File: src/rtl/vec_alu_stream_ctrl_pkg.sv
// Shared types and constants for the vector ALU stream sequencer.
// Holds the datapath geometry, the opcode encodings and the FSM state type.
package vec_ctrl_pkg;

  localparam int WIDTH_V    = 128;
  localparam int BITS_INDEX = 8;
  localparam int ADDR_W     = 10;
  localparam int LEN_W      = 8;
  localparam int NL         = WIDTH_V / BITS_INDEX;
  localparam int FLAGS_W    = NL * 4;

  // The sequencer treats opcodes as opaque; these encodings are for users of the ALU.
  localparam logic [2:0] OP_ADD  = 3'b000;
  localparam logic [2:0] OP_SUB  = 3'b001;
  localparam logic [2:0] OP_AND  = 3'b010;
  localparam logic [2:0] OP_DOT  = 3'b011;
  localparam logic [2:0] OP_ADDS = 3'b100;

  typedef enum logic [2:0] {
    IDLE,
    RD_A,
    RD_B,
    EXEC,
    WR,
    FIN
  } state_t;

  // Element address; the sum wraps modulo 2^ADDR_W.
  function automatic logic [ADDR_W-1:0] elem_addr(input logic [ADDR_W-1:0] base,
                                                   input logic [LEN_W-1:0]  idx);
    return base + ADDR_W'(idx);
  endfunction

endpackage

File: src/rtl/vec_alu_stream_ctrl_if.sv
// Command, memory and ALU signal bundle of the vector ALU stream sequencer.
// The master modport is the sequencer; the slave modport is its environment.
interface vec_alu_stream_ctrl_if;
  import vec_ctrl_pkg::*;

  logic                  start;
  logic [2:0]            cmd_opcode;
  logic [BITS_INDEX-1:0] cmd_scalar;
  logic [ADDR_W-1:0]     cmd_a_base;
  logic [ADDR_W-1:0]     cmd_b_base;
  logic [ADDR_W-1:0]     cmd_d_base;
  logic [LEN_W-1:0]      cmd_len;
  logic                  busy;
  logic                  done;
  logic [FLAGS_W-1:0]    flags_acc;
  logic [ADDR_W-1:0]     mem_addr;
  logic                  mem_rd_en;
  logic [WIDTH_V-1:0]    mem_rdata;
  logic                  mem_wr_en;
  logic [WIDTH_V-1:0]    mem_wdata;
  logic [WIDTH_V-1:0]    alu_a;
  logic [WIDTH_V-1:0]    alu_b;
  logic [BITS_INDEX-1:0] alu_c;
  logic [2:0]            alu_opcode;
  logic [WIDTH_V-1:0]    alu_result;
  logic [FLAGS_W-1:0]    alu_flags;

  modport master (
    input  start, cmd_opcode, cmd_scalar, cmd_a_base, cmd_b_base, cmd_d_base, cmd_len,
    input  mem_rdata, alu_result, alu_flags,
    output busy, done, flags_acc, mem_addr, mem_rd_en, mem_wr_en, mem_wdata,
    output alu_a, alu_b, alu_c, alu_opcode
  );

  modport slave (
    output start, cmd_opcode, cmd_scalar, cmd_a_base, cmd_b_base, cmd_d_base, cmd_len,
    output mem_rdata, alu_result, alu_flags,
    input  busy, done, flags_acc, mem_addr, mem_rd_en, mem_wr_en, mem_wdata,
    input  alu_a, alu_b, alu_c, alu_opcode
  );

endinterface

File: src/rtl/vec_alu_stream_ctrl.sv
// Streams one vector ALU operation over LEN memory words: read A, read B, execute, write DST.
// Four cycles per element through the shared single-port memory; flags are OR-accumulated.
module vec_alu_stream_ctrl
  import vec_ctrl_pkg::*;
(
  input  logic                  clk,
  input  logic                  rst,
  vec_alu_stream_ctrl_if.master bus
);

  state_t                r_state;
  state_t                w_state_next;
  logic [LEN_W-1:0]      r_idx;
  logic [LEN_W-1:0]      r_len;
  logic [ADDR_W-1:0]     r_a_base;
  logic [ADDR_W-1:0]     r_b_base;
  logic [ADDR_W-1:0]     r_d_base;
  logic [2:0]            r_opcode;
  logic [BITS_INDEX-1:0] r_scalar;
  logic [WIDTH_V-1:0]    r_alu_a;
  logic [WIDTH_V-1:0]    r_alu_b;
  logic [FLAGS_W-1:0]    r_flags_acc;

  logic                  w_accept;
  logic                  w_last;
  logic                  w_rd_en;
  logic                  w_wr_en;
  logic [ADDR_W-1:0]     w_addr;
  logic [WIDTH_V-1:0]    w_wdata;
  logic                  w_busy;
  logic                  w_done;

  assign w_accept = (r_state == IDLE) && bus.start;
  assign w_last   = (r_idx == (r_len - LEN_W'(1)));

  always_ff @(posedge clk or posedge rst) begin
    if (rst) begin
      r_state <= IDLE;
    end else begin
      r_state <= w_state_next;
    end
  end

  always_comb begin
    w_state_next = r_state;
    w_rd_en      = 1'b0;
    w_wr_en      = 1'b0;
    w_addr       = '0;
    w_wdata      = '0;
    w_busy       = 1'b0;
    w_done       = 1'b0;
    case (r_state)
      IDLE: begin
        if (bus.start) begin
          w_state_next = (bus.cmd_len == '0) ? FIN : RD_A;
        end
      end
      RD_A: begin
        w_rd_en      = 1'b1;
        w_addr       = elem_addr(r_a_base, r_idx);
        w_busy       = 1'b1;
        w_state_next = RD_B;
      end
      RD_B: begin
        w_rd_en      = 1'b1;
        w_addr       = elem_addr(r_b_base, r_idx);
        w_busy       = 1'b1;
        w_state_next = EXEC;
      end
      EXEC: begin
        w_busy       = 1'b1;
        w_state_next = WR;
      end
      WR: begin
        w_wr_en      = 1'b1;
        w_addr       = elem_addr(r_d_base, r_idx);
        w_wdata      = bus.alu_result;
        w_busy       = 1'b1;
        w_state_next = w_last ? FIN : RD_A;
      end
      FIN: begin
        w_done       = 1'b1;
        w_state_next = IDLE;
      end
      default: w_state_next = IDLE;
    endcase
  end

  // Command fields are captured once per run; a start seen outside IDLE never reaches here.
  always_ff @(posedge clk or posedge rst) begin
    if (rst) begin
      r_idx       <= '0;
      r_len       <= '0;
      r_a_base    <= '0;
      r_b_base    <= '0;
      r_d_base    <= '0;
      r_opcode    <= '0;
      r_scalar    <= '0;
      r_alu_a     <= '0;
      r_alu_b     <= '0;
      r_flags_acc <= '0;
    end else begin
      if (w_accept) begin
        r_idx       <= '0;
        r_len       <= bus.cmd_len;
        r_a_base    <= bus.cmd_a_base;
        r_b_base    <= bus.cmd_b_base;
        r_d_base    <= bus.cmd_d_base;
        r_opcode    <= bus.cmd_opcode;
        r_scalar    <= bus.cmd_scalar;
        r_flags_acc <= '0;
      end
      if (r_state == RD_B) begin
        r_alu_a <= bus.mem_rdata;
      end
      if (r_state == EXEC) begin
        r_alu_b <= bus.mem_rdata;
      end
      if (r_state == WR) begin
        r_flags_acc <= r_flags_acc | bus.alu_flags;
        if (!w_last) begin
          r_idx <= r_idx + LEN_W'(1);
        end
      end
    end
  end

  assign bus.busy       = w_busy;
  assign bus.done       = w_done;
  assign bus.flags_acc  = r_flags_acc;
  assign bus.mem_addr   = w_addr;
  assign bus.mem_rd_en  = w_rd_en;
  assign bus.mem_wr_en  = w_wr_en;
  assign bus.mem_wdata  = w_wdata;
  assign bus.alu_a      = r_alu_a;
  assign bus.alu_b      = r_alu_b;
  assign bus.alu_c      = r_scalar;
  assign bus.alu_opcode = r_opcode;

endmodule

File: src/flat_wrapper.sv
// flat-port wrapper written by rule: the top's interface ports become plain ports
module vec_alu_stream_ctrl_flat import vec_ctrl_pkg::*;
  (clk, rst, bus_start, bus_cmd_opcode, bus_cmd_scalar, bus_cmd_a_base, bus_cmd_b_base, bus_cmd_d_base, bus_cmd_len, bus_mem_rdata, bus_alu_result, bus_alu_flags, bus_busy, bus_done, bus_flags_acc, bus_mem_addr, bus_mem_rd_en, bus_mem_wr_en, bus_mem_wdata, bus_alu_a, bus_alu_b, bus_alu_c, bus_alu_opcode);
  vec_alu_stream_ctrl_if bus_i ();
  input  logic clk;
  input  logic rst;
  input wire logic [$bits(bus_i.start)-1:0] bus_start;
  input wire logic [$bits(bus_i.cmd_opcode)-1:0] bus_cmd_opcode;
  input wire logic [$bits(bus_i.cmd_scalar)-1:0] bus_cmd_scalar;
  input wire logic [$bits(bus_i.cmd_a_base)-1:0] bus_cmd_a_base;
  input wire logic [$bits(bus_i.cmd_b_base)-1:0] bus_cmd_b_base;
  input wire logic [$bits(bus_i.cmd_d_base)-1:0] bus_cmd_d_base;
  input wire logic [$bits(bus_i.cmd_len)-1:0] bus_cmd_len;
  input wire logic [$bits(bus_i.mem_rdata)-1:0] bus_mem_rdata;
  input wire logic [$bits(bus_i.alu_result)-1:0] bus_alu_result;
  input wire logic [$bits(bus_i.alu_flags)-1:0] bus_alu_flags;
  output wire logic [$bits(bus_i.busy)-1:0] bus_busy;
  output wire logic [$bits(bus_i.done)-1:0] bus_done;
  output wire logic [$bits(bus_i.flags_acc)-1:0] bus_flags_acc;
  output wire logic [$bits(bus_i.mem_addr)-1:0] bus_mem_addr;
  output wire logic [$bits(bus_i.mem_rd_en)-1:0] bus_mem_rd_en;
  output wire logic [$bits(bus_i.mem_wr_en)-1:0] bus_mem_wr_en;
  output wire logic [$bits(bus_i.mem_wdata)-1:0] bus_mem_wdata;
  output wire logic [$bits(bus_i.alu_a)-1:0] bus_alu_a;
  output wire logic [$bits(bus_i.alu_b)-1:0] bus_alu_b;
  output wire logic [$bits(bus_i.alu_c)-1:0] bus_alu_c;
  output wire logic [$bits(bus_i.alu_opcode)-1:0] bus_alu_opcode;
  assign bus_i.start = bus_start;
  assign bus_i.cmd_opcode = bus_cmd_opcode;
  assign bus_i.cmd_scalar = bus_cmd_scalar;
  assign bus_i.cmd_a_base = bus_cmd_a_base;
  assign bus_i.cmd_b_base = bus_cmd_b_base;
  assign bus_i.cmd_d_base = bus_cmd_d_base;
  assign bus_i.cmd_len = bus_cmd_len;
  assign bus_i.mem_rdata = bus_mem_rdata;
  assign bus_i.alu_result = bus_alu_result;
  assign bus_i.alu_flags = bus_alu_flags;
  assign bus_busy = bus_i.busy;
  assign bus_done = bus_i.done;
  assign bus_flags_acc = bus_i.flags_acc;
  assign bus_mem_addr = bus_i.mem_addr;
  assign bus_mem_rd_en = bus_i.mem_rd_en;
  assign bus_mem_wr_en = bus_i.mem_wr_en;
  assign bus_mem_wdata = bus_i.mem_wdata;
  assign bus_alu_a = bus_i.alu_a;
  assign bus_alu_b = bus_i.alu_b;
  assign bus_alu_c = bus_i.alu_c;
  assign bus_alu_opcode = bus_i.alu_opcode;
  vec_alu_stream_ctrl u_core (.clk(clk), .rst(rst), .bus(bus_i));
endmodule
File: config.mk
export PLATFORM = sky130hd
export DESIGN_NAME = vec_alu_stream_ctrl_flat
export DESIGN_NICKNAME = d
export VERILOG_FILES = /design/src/rtl/vec_alu_stream_ctrl_pkg.sv /design/src/rtl/vec_alu_stream_ctrl_if.sv /design/src/rtl/vec_alu_stream_ctrl.sv /design/src/flat_wrapper.sv
export SDC_FILE = /design/constraint.sdc
export NUM_CORES = 1
export LEC_CHECK = 0
export ABC_AREA = 1
export ABC_CLOCK_PERIOD_IN_PS = 34000
export CORE_AREA = 2 2 330 332
export CTS_CLUSTER_SIZE = 28
export DETAILED_ROUTE_END_ITERATION = 10
export DIE_AREA = 0 0 332 334
export HOLD_SLACK_MARGIN = 0.06
export PLACE_DENSITY = 0.43
export SLEW_MARGIN = 20
export SYNTH_ARGS = -nofsm -noshare
export SYNTH_HDL_FRONTEND = slang
export SYNTH_SLANG_ARGS = --single-unit
File: constraint.sdc
create_clock -name clk -period 34 [get_ports clk]
set_input_delay 10.2 -clock clk [delete_from_list [all_inputs] [get_ports clk]]
set_output_delay 10.2 -clock clk [all_outputs]
set_load 0.02 [all_outputs]
# Word level (Yosys, flattened, before mapping)
# Index checks and enable logic that the tools add are counted.
# classes
addsub	5
n_eq_ne	7
n_mux	15
bitwise	1
n_reduce_logical	6
# op_table
cell	count
128-bit two-way mux	1
64-bit two-way mux	2
64-bit bitwise OR	1
10-bit by 8-bit adder with 10-bit output	3
10-bit case mux with 3 select lines	1
8-bit two-way mux	3
3-bit case mux with 5 select lines	1
3-bit two-way mux	3
8-bit by 1-bit adder with 8-bit output (second input constant)	1
8-bit == test	1
8-bit logical NOT	1
8-bit by 1-bit subtractor with 8-bit output (second input constant)	1
3-bit by 2-bit == test with 1-bit output (second input constant)	2
3-bit == test (second input constant)	2
1-bit two-way mux	4
4-bit OR reduction	1
3-bit by 1-bit == test with 1-bit output (second input constant)	1
3-bit logical NOT	1
2-bit inequality test (second input constant)	1
2-bit nonzero test	1
2-bit OR reduction	1
1-bit logical AND	1
# totals
reg_bits	380
in_bits	372
output_inout_bits	473
elab_cells	45

# Longest topological paths before layout
# depth
ltp_word	5
mapped_depth	17
depth_no_buf	16

# Worst setup path after synthesis
# No wires, ideal clock.
# synth_path
path_kind	input-to-output
from	input bus_alu_result[0]
to	output bus_mem_wdata[0]
t_arrival_ns	10.514
t_required_ns	23.800
setup_slack_ns	13.286
cell_stages	2
path_buffers	0
cell_sequence	inv_1 > nor2_1
# synth_between
elab_chain_len	1
# synth_lines
item	line_no	text
from (decl)	flat_wrapper.sv:15	input wire logic [$bits(bus_i.alu_result)-1:0] bus_alu_result;
128-bit two-way mux	vec_alu_stream_ctrl.sv:52	case (r_state)
to (decl)	flat_wrapper.sv:23	output wire logic [$bits(bus_i.mem_wdata)-1:0] bus_mem_wdata;
# Every way passes these cells.

# Worst setup path after layout
# layout_path
from	input bus_alu_result[9]
to	output bus_mem_wdata[9]
# Same word-level chain as after synthesis.

==> impl_metrics.env <==
export IMPL_run_status="finished, final reports clean"
export IMPL_post_cts_setup_buffers=0
export IMPL_antenna_found_initial=19
export IMPL_dr_pass1_iters=5
export IMPL_synth_seq_cells=380
export IMPL_crit_arrival_ps=11900
export IMPL_cap_violations=0
export IMPL_die_x_um=332
export IMPL_final_util_pct=25.94
export IMPL_reg2reg_from="u_core.r_state[2]$_DFFE_PP0P_"
export IMPL_drt_initial_drc_count=853
export IMPL_start_kind="input pin"
export IMPL_yosysMostFrequentCell="nand2_1"
export IMPL_yosys_area_top_type_share_pct=58.28
export IMPL_synth_top_family_by_area="simple AND/OR/NAND/NOR gates"
export IMPL_slowest_delay_ps=740
export IMPL_required_ps=23800
export IMPL_syn_area_per_cell_um2=8.274
export IMPL_slew_headroom_pct=34.60
export IMPL_final_setup_viol_count=0
export IMPL_hold_buffers=0
export IMPL_dp_cells=4143
export IMPL_report_final_slew_viol_count=0
export IMPL_yosys_warnings=0
export IMPL_synth_compound_area_share_pct=10.79
export IMPL_synthTopCellsByArea="dfrtp_1 (58%), nand2_1 (14%), o21ai_0 (6.8%)"
export IMPL_gpl_final_weighted_congestion=0.8571
export IMPL_synthArstFlopShare_pct=100.0
export IMPL_leakagePower_nw=13.25
export IMPL_layout_area_seq_mm2=0.009509
export IMPL_clock_latency_ps=620
export IMPL_worstHoldStart="u_core.r_a_base[6]$_DFFE_PP0P_"
export IMPL_finalClockSkew_ps=34.63
export IMPL_route_detailed_drc=0
export IMPL_grt_pass1_vias=15690
export IMPL_htree_levels=2
export IMPL_crit_chain="clkdlybuf4s50_1, inv_1, nor2_1, clkdlybuf4s50_1"
export IMPL_die_area_mm2=0.1109
export IMPL_grt_max_degree=140
export IMPL_nNetsFinal=3164
export IMPL_irDropWorstVdd_uv=41.74
export IMPL_cts_root_buffer="clkbuf_16"
export IMPL_crit_path_frequent_cell="clkdlybuf4s50_1"
export IMPL_cts_buffers_inserted=50
export IMPL_cts_sinks=380
export IMPL_drtAntennaViolNets=0
export IMPL_powerDensity_mw_per_mm2=92.48
export IMPL_wl_um=81070
export IMPL_syn_nets=2355
export IMPL_cp_max_fo=1
export IMPL_rsz0062_at_grt="false"
export IMPL_num_rows=121
export IMPL_synth_largest_area_cell="dfrtp_1"
export IMPL_area_delta_synth_final_pct=71.40
export IMPL_post_drt_via_cell_ratio=3.671
export IMPL_worstSetupStartpoint="bus_alu_result[9]"
export IMPL_drive_above_1_share_pct=4.013
export IMPL_floorplan_initialDensity_pct=15.14
export IMPL_avgRoutedWirePerCell_um=19.15
export IMPL_io_buffer_count=844
export IMPL_synth_xor_area_share_pct=0.6442
export IMPL_post_route_period_util_pct=65.00
export IMPL_grt_overflow_total=0
export IMPL_cts_tree="done"
export IMPL_synth_distinct_cells=32
export IMPL_synth_yosys_seq_area_share_pct=58.28
export IMPL_fin_crit_ps=22100
export IMPL_cp_end_kind="primary output"
export IMPL_ys_top_cells_by_count="nand2_1 (616), dfrtp_1 (380), inv_1 (293), o21ai_0 (221), nor2_1 (150)"
export IMPL_cts_buffer_depth=3
export IMPL_finalSetupTns_ps=0
export IMPL_cts_clk_slew_worst_paths_ps=50
export IMPL_cts_resized_gates=0
export IMPL_holdCritPathClass="reg -> reg"
export IMPL_vias=15540
export IMPL_max_freq_mhz=45.25
export IMPL_core_mm2=0.1078
export IMPL_synth_mux_area_share_pct=0
export IMPL_stdcell_count=4234
export IMPL_synth_enable_flop_cells=0
export IMPL_synth_simple_area_share_pct=19.52
export IMPL_worst_pin_slew_ps=981.0
export IMPL_syn_area_mm2=0.01632
export IMPL_crit_slowest_cell="clkdlybuf4s50_1"
export IMPL_final_hold_viol_count=0
export IMPL_multi_input_area_mm2=0.005221
export IMPL_ys_flop_type="dfrtp_1"
export IMPL_track_usage_pct=14.11
export IMPL_grt_pass1_wl_um=114800
export IMPL_die_y_um=334
export IMPL_criticalPathCategory="in -> out"
export IMPL_n_fill_cell=11840
export IMPL_detailed_place_hpwl_um=62660
export IMPL_yosys_area_share_adder_pct=0.8896
export IMPL_ios=845
export IMPL_synth_cells=1972
placed cells by master (no fill, tap or decap), types with 2 or more instances in the layout:
| master | count |
|---|---|
| dfrtp_1 | 380 |
| nor4_1 | 2 |
| inv_2 | 6 |
| nor2_4 | 2 |
| buf_4 | 9 |
| clkinv_2 | 6 |
| nor3_1 | 2 |
| nor2_1 | 150 |
| buf_12 | 2 |
| inv_6 | 3 |
| o21ai_0 | 221 |
| clkbuf_1 | 6 |
| inv_8 | 2 |
| clkinvlp_4 | 2 |
| o22ai_1 | 2 |
| nor2_2 | 3 |
| nand3b_1 | 2 |
| diode_2 | 4 |
| nand3_1 | 32 |
| bufinv_16 | 7 |
| xor2_1 | 7 |
| xnor2_1 | 5 |
| clkbuf_8 | 10 |
| a21oi_1 | 12 |
| clkdlybuf4s50_1 | 844 |
| o21ai_1 | 115 |
| nand2_2 | 2 |
| clkbuf_16 | 51 |
| clkinv_8 | 2 |
| ha_1 | 10 |
| nand2_1 | 616 |
| inv_1 | 292 |
routing by layer:
layer  up-vias  track usage [%]  part of all wire, %
li1       7657                -                    -
met4        16            4.720                  3.2
met2       639            22.29                   45
met1      7108            17.51                   42
met3       122            5.526                  9.2
met5         -                0                 0.14
power breakdown:
group / internal [W] / switching [W]
registers: 0.000656 / 0.000117
logic: 0.000514 / 0.000730
clock network: 0.000349 / 0.000220
kinds of logic after synthesis:
| logic type | after synthesis |
|---|---|
| AOI/OAI and AO/OA | 351 |
| xor gates and xnor gates | 12 |
| adders and majority gates | 11 |
| buffers and inverters | 399 |
| DFF | 380 |
| and+or+nand+nor | 819 |
registers in the layout, indices dropped and copies added, names as in the netlist:
name and flops:
u_core.bus.alu_a 128, u_core.bus.alu_b 128, u_core.bus.flags_acc 64, u_core.r_a_base 10, u_core.r_b_base 10, u_core.r_d_base 10
u_core.bus.alu_c 8, u_core.r_idx 8, u_core.r_len 8, u_core.bus.alu_opcode 3, u_core.r_state 3
layout make-up:
class | instances | area share (%)
antenna | 4 | 0.03579
clock buffer | 67 | 5.136
clock inverter | 20 | 1.136
inverter | 301 | 4.098
multi-input combinational | 1193 | 18.67
sequential | 380 | 34.00
tap | 1414 | 6.326
timing repair buffer | 855 | 30.59
metrics by stage:
| stage | hold slack [ps] | total power (W) | area (um^2) | worst slack, ps |
|---|---|---|---|---|
| after floorplan | 442.2 | 0.001399 | 16320 | 13240 |
| after global placement | 455.7 | 0.002039 | 26200 | 11910 |
| after detailed placement | 459.3 | 0.002048 | 26200 | 11920 |
| after CTS | 474.7 | 0.002636 | 27960 | 11910 |
| after global routing | 490.3 | 0.002762 | 27960 | 11800 |
| final | 468.0 | 0.002586 | 27970 | 11900 |
path summary, 6_finish.rpt:
path / to / slack [ps] / depth (start not counted)
worst max-delay path: bus_mem_wdata[9] / 11900 / 4
worst min-delay path: u_core.r_a_base[6]$_DFFE_PP0P_ / 470 / 2
worst max register to register: u_core.bus.alu_a[70]$_DFFE_PP0N_ / 30530 / 6
worst min register to register: u_core.r_a_base[6]$_DFFE_PP0P_ / 470 / 2
max in group asynchronous: u_core.bus.alu_b[38]$_DFFE_PP0P_ / 22400 / 3
min in group asynchronous: u_core.r_a_base[3]$_DFFE_PP0P_ / 10170 / 2
worst max-delay path: cells and delay by family:
family                 cells  cell delay (ps)
and+or+nand+nor            1              450
buffers and inverters      3             1260
(Power assumes the default switching activity.)
